### config.mk
export PLATFORM = sky130hd
export DESIGN_NAME = ex_muldiv_unit
export DESIGN_NICKNAME = d
export VERILOG_FILES = /design/src/rtl/ex_muldiv_unit_pkg.sv /design/src/rtl/ex_muldiv_unit_step.sv /design/src/rtl/ex_muldiv_unit.sv
export SDC_FILE = /design/constraint.sdc
export NUM_CORES = 1
export LEC_CHECK = 0
export CORE_MARGIN = 2
export CORE_UTILIZATION = 58
export DETAILED_ROUTE_END_ITERATION = 7
export PLACE_DENSITY = 0.77
export SYNTH_ARGS = -nofsm -noshare
export SYNTH_HDL_FRONTEND = slang
export SYNTH_SLANG_ARGS = --single-unit
### constraint.sdc
create_clock -name clk -period 6.4 [get_ports clk]
set_input_delay 1.6 -clock clk [delete_from_list [all_inputs] [get_ports clk]]
set_output_delay 1.6 -clock clk [all_outputs]
set_load 0.02 [all_outputs]
### src/rtl/ex_muldiv_unit_pkg.sv
// Shared EX-stage encodings: mul/div opcodes and muldiv FSM states.
// No ports; imported by the muldiv unit and its step datapath.
package ex_pkg;

    localparam logic [2:0] MD_NONE  = 3'd0;
    localparam logic [2:0] MD_MULT  = 3'd1;
    localparam logic [2:0] MD_MULTU = 3'd2;
    localparam logic [2:0] MD_DIV   = 3'd3;
    localparam logic [2:0] MD_DIVU  = 3'd4;
    localparam logic [2:0] MD_MTHI  = 3'd5;
    localparam logic [2:0] MD_MTLO  = 3'd6;

    localparam logic [1:0] IDLE = 2'd0;
    localparam logic [1:0] MUL  = 2'd1;
    localparam logic [1:0] DIV  = 2'd2;
    localparam logic [1:0] FIN  = 2'd3;

endpackage

### src/rtl/ex_muldiv_unit_step.sv
// One combinational iteration: MSB-first shift-add (mode 0) or restoring
// divide step (mode 1). Ports: mode_i, acc_i/acc_o, opnd_i, bit_i.
module muldiv_step #(
    parameter int WIDTH = 32
) (
    input  logic               mode_i,
    input  logic [2*WIDTH-1:0] acc_i,
    input  logic [WIDTH:0]     opnd_i,
    input  logic               bit_i,
    output logic [2*WIDTH-1:0] acc_o
);

    logic [WIDTH:0]   trial;
    logic             ge;
    logic [WIDTH-1:0] rem;

    always_comb begin
        // Partial remainder with the next dividend bit shifted in.
        trial = {acc_i[2*WIDTH-1:WIDTH], bit_i};
        ge    = (trial >= opnd_i);
        // The true result is < divisor < 2^WIDTH, so low bits suffice.
        rem   = ge ? (trial[WIDTH-1:0] - opnd_i[WIDTH-1:0])
                   : trial[WIDTH-1:0];
        if (mode_i) begin
            acc_o = {rem, acc_i[WIDTH-2:0], ge};
        end else begin
            acc_o = (acc_i << 1)
                  + (bit_i ? {{(WIDTH-1){1'b0}}, opnd_i}
                           : {(2*WIDTH){1'b0}});
        end
    end

endmodule

### src/rtl/ex_muldiv_unit.sv
// Iterative mul/div unit owning HI/LO; stalls upstream while busy.
// Ports: clk, Reset, Start, Op, Rs_data, Rt_data, Read_req, Flush -> Hi_out, Lo_out, Busy, Done, Stall.
module ex_muldiv_unit
    import ex_pkg::*;
#(
    parameter int WIDTH = 32
) (
    input  logic             clk,
    input  logic             Reset,
    input  logic             Start,
    input  logic [2:0]       Op,
    input  logic [WIDTH-1:0] Rs_data,
    input  logic [WIDTH-1:0] Rt_data,
    input  logic             Read_req,
    input  logic             Flush,
    output logic [WIDTH-1:0] Hi_out,
    output logic [WIDTH-1:0] Lo_out,
    output logic             Busy,
    output logic             Done,
    output logic             Stall
);

    localparam int CW = $clog2(WIDTH);

    logic [1:0]         state_q, state_d;
    logic [CW-1:0]      cnt_q, cnt_d;
    logic [2*WIDTH-1:0] acc_q, acc_d;
    logic [WIDTH:0]     a_q, a_d;
    logic [WIDTH:0]     b_q, b_d;
    logic               sa_q, sa_d;
    logic               sb_q, sb_d;
    logic               div_q, div_d;
    logic [WIDTH-1:0]   hi_q, hi_d;
    logic [WIDTH-1:0]   lo_q, lo_d;
    logic               done_q, done_d;

    logic [CW-1:0]      idx;
    logic [2*WIDTH-1:0] step_acc;
    logic [2*WIDTH-1:0] prod;
    logic [WIDTH-1:0]   quo;
    logic [WIDTH-1:0]   rem;
    logic               sgn_op;
    logic               a_neg;
    logic               b_neg;

    // WIDTH+1-bit magnitude so that |most negative| is exact.
    function automatic logic [WIDTH:0] mag(
        input logic [WIDTH-1:0] x,
        input logic             neg
    );
        logic [WIDTH:0] e;
        e = {neg, x};
        return neg ? -e : e;
    endfunction

    assign idx = CW'(WIDTH - 1) - cnt_q;

    muldiv_step #(.WIDTH(WIDTH)) u_step (
        .mode_i (div_q),
        .acc_i  (acc_q),
        .opnd_i (div_q ? b_q : a_q),
        .bit_i  (div_q ? a_q[idx] : b_q[idx]),
        .acc_o  (step_acc)
    );

    always_comb begin
        state_d = state_q;
        cnt_d   = cnt_q;
        acc_d   = acc_q;
        a_d     = a_q;
        b_d     = b_q;
        sa_d    = sa_q;
        sb_d    = sb_q;
        div_d   = div_q;
        hi_d    = hi_q;
        lo_d    = lo_q;
        done_d  = 1'b0;

        sgn_op = (Op == MD_MULT) || (Op == MD_DIV);
        a_neg  = sgn_op & Rs_data[WIDTH-1];
        b_neg  = sgn_op & Rt_data[WIDTH-1];

        prod = (sa_q ^ sb_q) ? -acc_q : acc_q;
        quo  = (sa_q ^ sb_q) ? -acc_q[WIDTH-1:0] : acc_q[WIDTH-1:0];
        rem  = sa_q ? -acc_q[2*WIDTH-1:WIDTH] : acc_q[2*WIDTH-1:WIDTH];

        unique case (state_q)
            IDLE: begin
                if (Start) begin
                    case (Op)
                        MD_MULT, MD_MULTU, MD_DIV, MD_DIVU: begin
                            a_d     = mag(Rs_data, a_neg);
                            b_d     = mag(Rt_data, b_neg);
                            sa_d    = a_neg;
                            sb_d    = b_neg;
                            acc_d   = '0;
                            cnt_d   = '0;
                            div_d   = (Op == MD_DIV) || (Op == MD_DIVU);
                            state_d = div_d ? DIV : MUL;
                            // Divide by zero: preload the result, skip iterating.
                            if (div_d && (Rt_data == '0)) begin
                                acc_d   = {Rs_data, {WIDTH{1'b1}}};
                                sa_d    = 1'b0;
                                sb_d    = 1'b0;
                                state_d = FIN;
                            end
                        end
                        MD_MTHI: hi_d = Rs_data;
                        MD_MTLO: lo_d = Rs_data;
                        default: ;
                    endcase
                end
            end
            MUL, DIV: begin
                acc_d = step_acc;
                cnt_d = cnt_q + 1'b1;
                if (cnt_q == CW'(WIDTH - 1)) begin
                    state_d = FIN;
                end
            end
            FIN: begin
                hi_d    = div_q ? rem : prod[2*WIDTH-1:WIDTH];
                lo_d    = div_q ? quo : prod[WIDTH-1:0];
                done_d  = 1'b1;
                state_d = IDLE;
            end
            default: state_d = IDLE;
        endcase

        // Abort wins over every write, including MTHI/MTLO and FIN.
        if (Flush) begin
            state_d = IDLE;
            hi_d    = hi_q;
            lo_d    = lo_q;
            done_d  = 1'b0;
        end
    end

    always_ff @(negedge clk) begin
        if (Reset) begin
            state_q <= IDLE;
            cnt_q   <= '0;
            acc_q   <= '0;
            a_q     <= '0;
            b_q     <= '0;
            sa_q    <= 1'b0;
            sb_q    <= 1'b0;
            div_q   <= 1'b0;
            hi_q    <= '0;
            lo_q    <= '0;
            done_q  <= 1'b0;
        end else begin
            state_q <= state_d;
            cnt_q   <= cnt_d;
            acc_q   <= acc_d;
            a_q     <= a_d;
            b_q     <= b_d;
            sa_q    <= sa_d;
            sb_q    <= sb_d;
            div_q   <= div_d;
            hi_q    <= hi_d;
            lo_q    <= lo_d;
            done_q  <= done_d;
        end
    end

    assign Hi_out = hi_q;
    assign Lo_out = lo_q;
    assign Busy   = (state_q != IDLE);
    assign Done   = done_q;
    assign Stall  = Busy & (Start | Read_req);

endmodule

=== Word level (Yosys, flattened, before mapping) ===
Index checks and enable logic that the tools add are counted.

* Register bits: 205
* Input port bits: 72
* Output and inout bits: 67
* Logic and storage cells: 97

* Add/sub/neg operators: 9
* Magnitude comparators: 2
* Equal/unequal tests: 15
* Multiplexer cells: 38
* Bitwise gates (word level): 6
* Reduce and logical (&&, ||, !) cells: 16

{| class="wikitable"
|+ Operators by type and width
! cell !! number
|-
| two-way mux 64 bit || 5
|-
| two-way mux 32 bit || 9
|-
| two-way mux 33 bit || 4
|-
| one-hot mux 32 bit (2 select lines) || 2
|-
| one-hot mux 64 bit (2 select lines) || 1
|-
| negator 33 bit || 2
|-
| adder 64 bit || 1
|-
| negator 32 bit || 2
|-
| negator 64 bit || 1
|-
| >= comparator 33 bit || 1
|-
| zero test 32 bit || 1
|-
| subtractor 32 bit || 1
|-
| binary-select mux 1 bit (select 5 bit) || 2
|-
| two-way mux 2 bit || 5
|-
| two-way mux 5 bit || 2
|-
| one-hot mux 5 bit (2 select lines) || 1
|-
| equality test 3 bit (second input constant) || 3
|-
| AND reduction 3 bit || 3
|-
| AND reduction 4 bit || 2
|-
| < comparator 5 x 7 -> 1 bit (second input constant) || 1
|-
| equality test 3 x 2 -> 1 bit (second input constant) || 2
|-
| two-way mux 1 bit || 6
|-
| != test 2 x 1 -> 1 bit (second input constant) || 3
|-
| one-hot mux 2 bit (3 select lines) || 1
|-
| other kinds (17) || 25
|}

=== Logic depth before layout (Yosys ltp) ===
* Depth after elaboration: 8
* Mapped depth: 20
* Mapped depth without buffers: 17

=== Cells and area by module ===
Synthesis repeated with hierarchy kept, for this count alone.

* Cells, all modules: 2397
* Area total of the unflattened synthesis: 17857.1 µm²

{| class="wikitable"
|+ Modules (own cells, without submodules)
! module !! times used !! cells an instance !! area an instance (µm²) !! seq. area each (µm²)
|-
| ex_muldiv_unit || 1 || 1589 || 12717.2 || 4103.9
|-
| muldiv_step || 1 || 808 || 5139.9 || 0.0
|}

==> impl_metrics.yaml <==
run_status:
  run_status: "finished with violations"
  violations: "design-rule violations, negative setup slack"
place:
  dpl.cell_count: 2817
  gp_congestion: 1.08
  io_buffers: 138
  dp_hpwl_um: 55400
timing:
  skew_ns: 0.0601
  worstMarginPinSlew_ns: 1.38
  slew_violations: 0
  setup_slack_ns: -0.431
  rsz0062_at_grt: "true"
  setup_viol: 85
  slew_headroom_pct: 5.59
  hold_viol: 0
setup_path:
  crit_chain: "clkdlybuf4s50_1 > nor4_1 > nand3_1 > nor3_2 > and4_4 > buf_12 > buf_8 > and3_1 > a21oi_1 > a31oi_1"
  arrival_ns: 4.12
  critPathSlowestCell: "clkdlybuf4s50_1"
  critical_path_class: "in2reg"
  crit_family: "simple AND/OR/NAND/NOR gates"
  path_buf_inv: 3
  cp-end-kind: "flip-flop"
  startpoint_type: "input pin"
  crit_required_ns: 3.69
  worst_path_largest_cell_delay_ns: 0.47
  crit_path_max_fanout: 7
global_routing:
  grtUsageTotal_pct: 49.0
  grt_pass1_wl_um: 116000
  antenna_found_initial: 1
  grt_max_degree: 85
  first_global_vias: 20100
  gr-total-overflow: 0
power_and_ir_drop:
  p_comb_share_pct: 31.5
  pwr-share-clk_pct: 39.7
  irDropWorstVdd_mv: 0.227
  p_switching_mw: 2.27
  swShare_pct: 43.6
  p_seq_share_pct: 28.8
  p_leak_nw: 9.40
  p_per_area_nw_per_um2: 229
  p_int_mw: 2.94
routing:
  routed_wl_um: 83900
  dr.pass1.iters: 8
  routedWlPerCell_um: 27.0
  dr_total_vias: 21900
  drc: 275
  ant_nets: 0
  vias_per_cell: 7.03
  drtIter0Drc: 3991
synth:
  ys_warn_count: 0
  synth_async_sr_flop_share_pct: 0
  synth_enable_flop_cells: 0
  avgSynthCellArea_sq_um: 7.46
  synth_cell_types: 88
  synthesis.area_sq_um: 16900
  ys_ff_latch: 205
  netlist_instances: 2270
  synth_fp_nets: 2419
  ys.flop_type: "dfxtp_1"
  seq_area_frac_synth_pct: 24.2
clocking:
  htreeDepth: 1
  clock_latency_ns: 0.64
  cts_buffers: 24
  clock_sinks: 205
  path_clk_slew_ns: 0.05
  cts_buffer_depth: 3
  ctsHoldBuffers: 0
  cts_tree: "built"
  cts-root-buf: "clkbuf_16"
finish:
  drive_above_1_share_pct: 19.2
  fin_cells: 3107
  area_growth_pct: 34.4
  diodes: 0
  final_nets: 2855
  final_core_util_pct: 79.3
floorplan:
  pin_count: 139
  dieArea_sq_um: 30600
  initial_utilization_pct: 59.0
  core_sq_um: 28700
  rows: 62
  die_y_um: 175
  die_w_um: 175
flow_run:
  cap_violations: 0
hold_path:
  hold_path_class: "reg2reg"
[cells by family (layout without fill, tap and decap cells)]
| logic type | Yosys count | count (layout) | share of synthesized area, % |
|---|---|---|---|
| simple gates | 804 | 804 | 22.1 |
| compound gates | 694 | 694 | 27.1 |
| buf+inv | 227 | 680 | 5.33 |
| flops | 205 | 205 | 24.2 |
| xor+xnor | 180 | 180 | 9.31 |
| mux | 83 | 83 | 6.19 |
| fa+ha+maj | 77 | 77 | 5.78 |
[synthesized netlist by cell type, types with 62 or more instances]
library cell	n	area, sq um
xor2_1	91	797
dfxtp_1	205	4100
clkbuf_1	143	537
a211oi_1	116	871
a21oi_1	222	1110
ha_1	75	938
nor2_1	299	1120
nand2_1	192	721
o21ai_0	97	485
nand3_1	76	380
mux2i_1	62	621
xnor2_1	89	780
[worst paths after layout]
check                                  from          to  slack [ns]  cells past startpoint
worst min-delay path             Hi_out[25]  Hi_out[25]        0.46                      2
worst max-delay path            Rt_data[17]   acc_q[57]       -0.43                     10
worst min register to register   Hi_out[25]  Hi_out[25]        0.46                      2
worst max register to register     cnt_q[1]   acc_q[57]        0.24                     17
[layout make-up]
class / count / area [sq um]
clock buffers: 25 / 626
clock inverters: 223 / 928
fillers: 1862 / 5940
inverters: 41 / 154
multi-input cells: 1838 / 12900
flip-flops and latches: 205 / 4110
well taps: 384 / 480
repair buffers: 391 / 3570
[worst reg2reg max path: cells and delay by family, from the launching register on]
kind	cells	cell delay, ns
compound gates	7	2.14
xor+xnor	1	0.13
fa+ha+maj	1	0.44
buf+inv	2	0.61
flops	1	0.87
mux	2	0.94
simple gates	4	0.91
[sequential cells by signal (all words and copies together), names as in the netlist]
name     cells
state_q      2
b_q         33
a_q         33
cnt_q        5
div_q        1
sb_q         1
sa_q         1
acc_q       64
Hi_out      32
Done         1
Lo_out      32
[metrics by stage]
stage | setup TNS, ns | hold slack [ns] | area [sq um] | power (mW) | setup slack (ns)
after detailed placement | -115.86 | 0.450 | 20200 | 3.17 | -1.13
final | -15.57 | 0.457 | 22800 | 5.21 | -0.431
after floorplan | -19.96 | 0.441 | 17300 | 2.60 | -0.489
after global routing | -22.15 | 0.496 | 22800 | 5.36 | -0.411
after global placement | -102.44 | 0.444 | 20200 | 3.14 | -1.07
after CTS | -0.915 | 0.456 | 22000 | 4.97 | -0.215
[power by group through the flow]
| stage | Clock [mW] | Combinational (mW) | Sequential, mW |
|---|---|---|---|
| 2_1_floorplan | 0.194 | 0.961 | 1.45 |
| 3_3_place_gp | 0.194 | 1.45 | 1.50 |
| 3_5_place_dp | 0.194 | 1.47 | 1.50 |
| 4_1_cts | 2.00 | 1.49 | 1.49 |
| 5_1_grt | 2.15 | 1.71 | 1.50 |
| 6_report | 2.07 | 1.64 | 1.50 |
[timing repair]
item / CTS / global route
resized for setup: 111 / 124
setup buffers: 18 / 26
cloned: 0 / 1
pin swaps: 45 / 83
setup endpoints to repair: 102 / 120
[cell usage in the layout, fill, tap and decap left out, types with 21 or more instances in the layout]
cell type	count
a21o_1	21
mux2i_1	62
clkbuf_16	26
clkdlybuf4s50_1	98
inv_1	246
nor2_1	293
nand2_1	184
a211oi_1	106
ha_1	72
o21ai_0	86
buf_4	214
or3_1	21
nand3_1	54
a31oi_1	33
xnor2_1	89
xor2_1	88
buf_6	23
a21oi_2	32
dfxtp_1	203
nor3_1	52
o211ai_1	29
a21oi_1	190
nand4_1	25
[metal layers]
metal | track usage [%] | vias to the layer above | routed length (um)
met5 | 0 | - | 77
met4 | 34.1 | 2 | 8070
met3 | 18.1 | 681 | 13500
met2 | 71.8 | 2063 | 33500
met1 | 59.4 | 9910 | 28800
li1 | - | 9196 | -
Power figures use the tool's default switching activity.
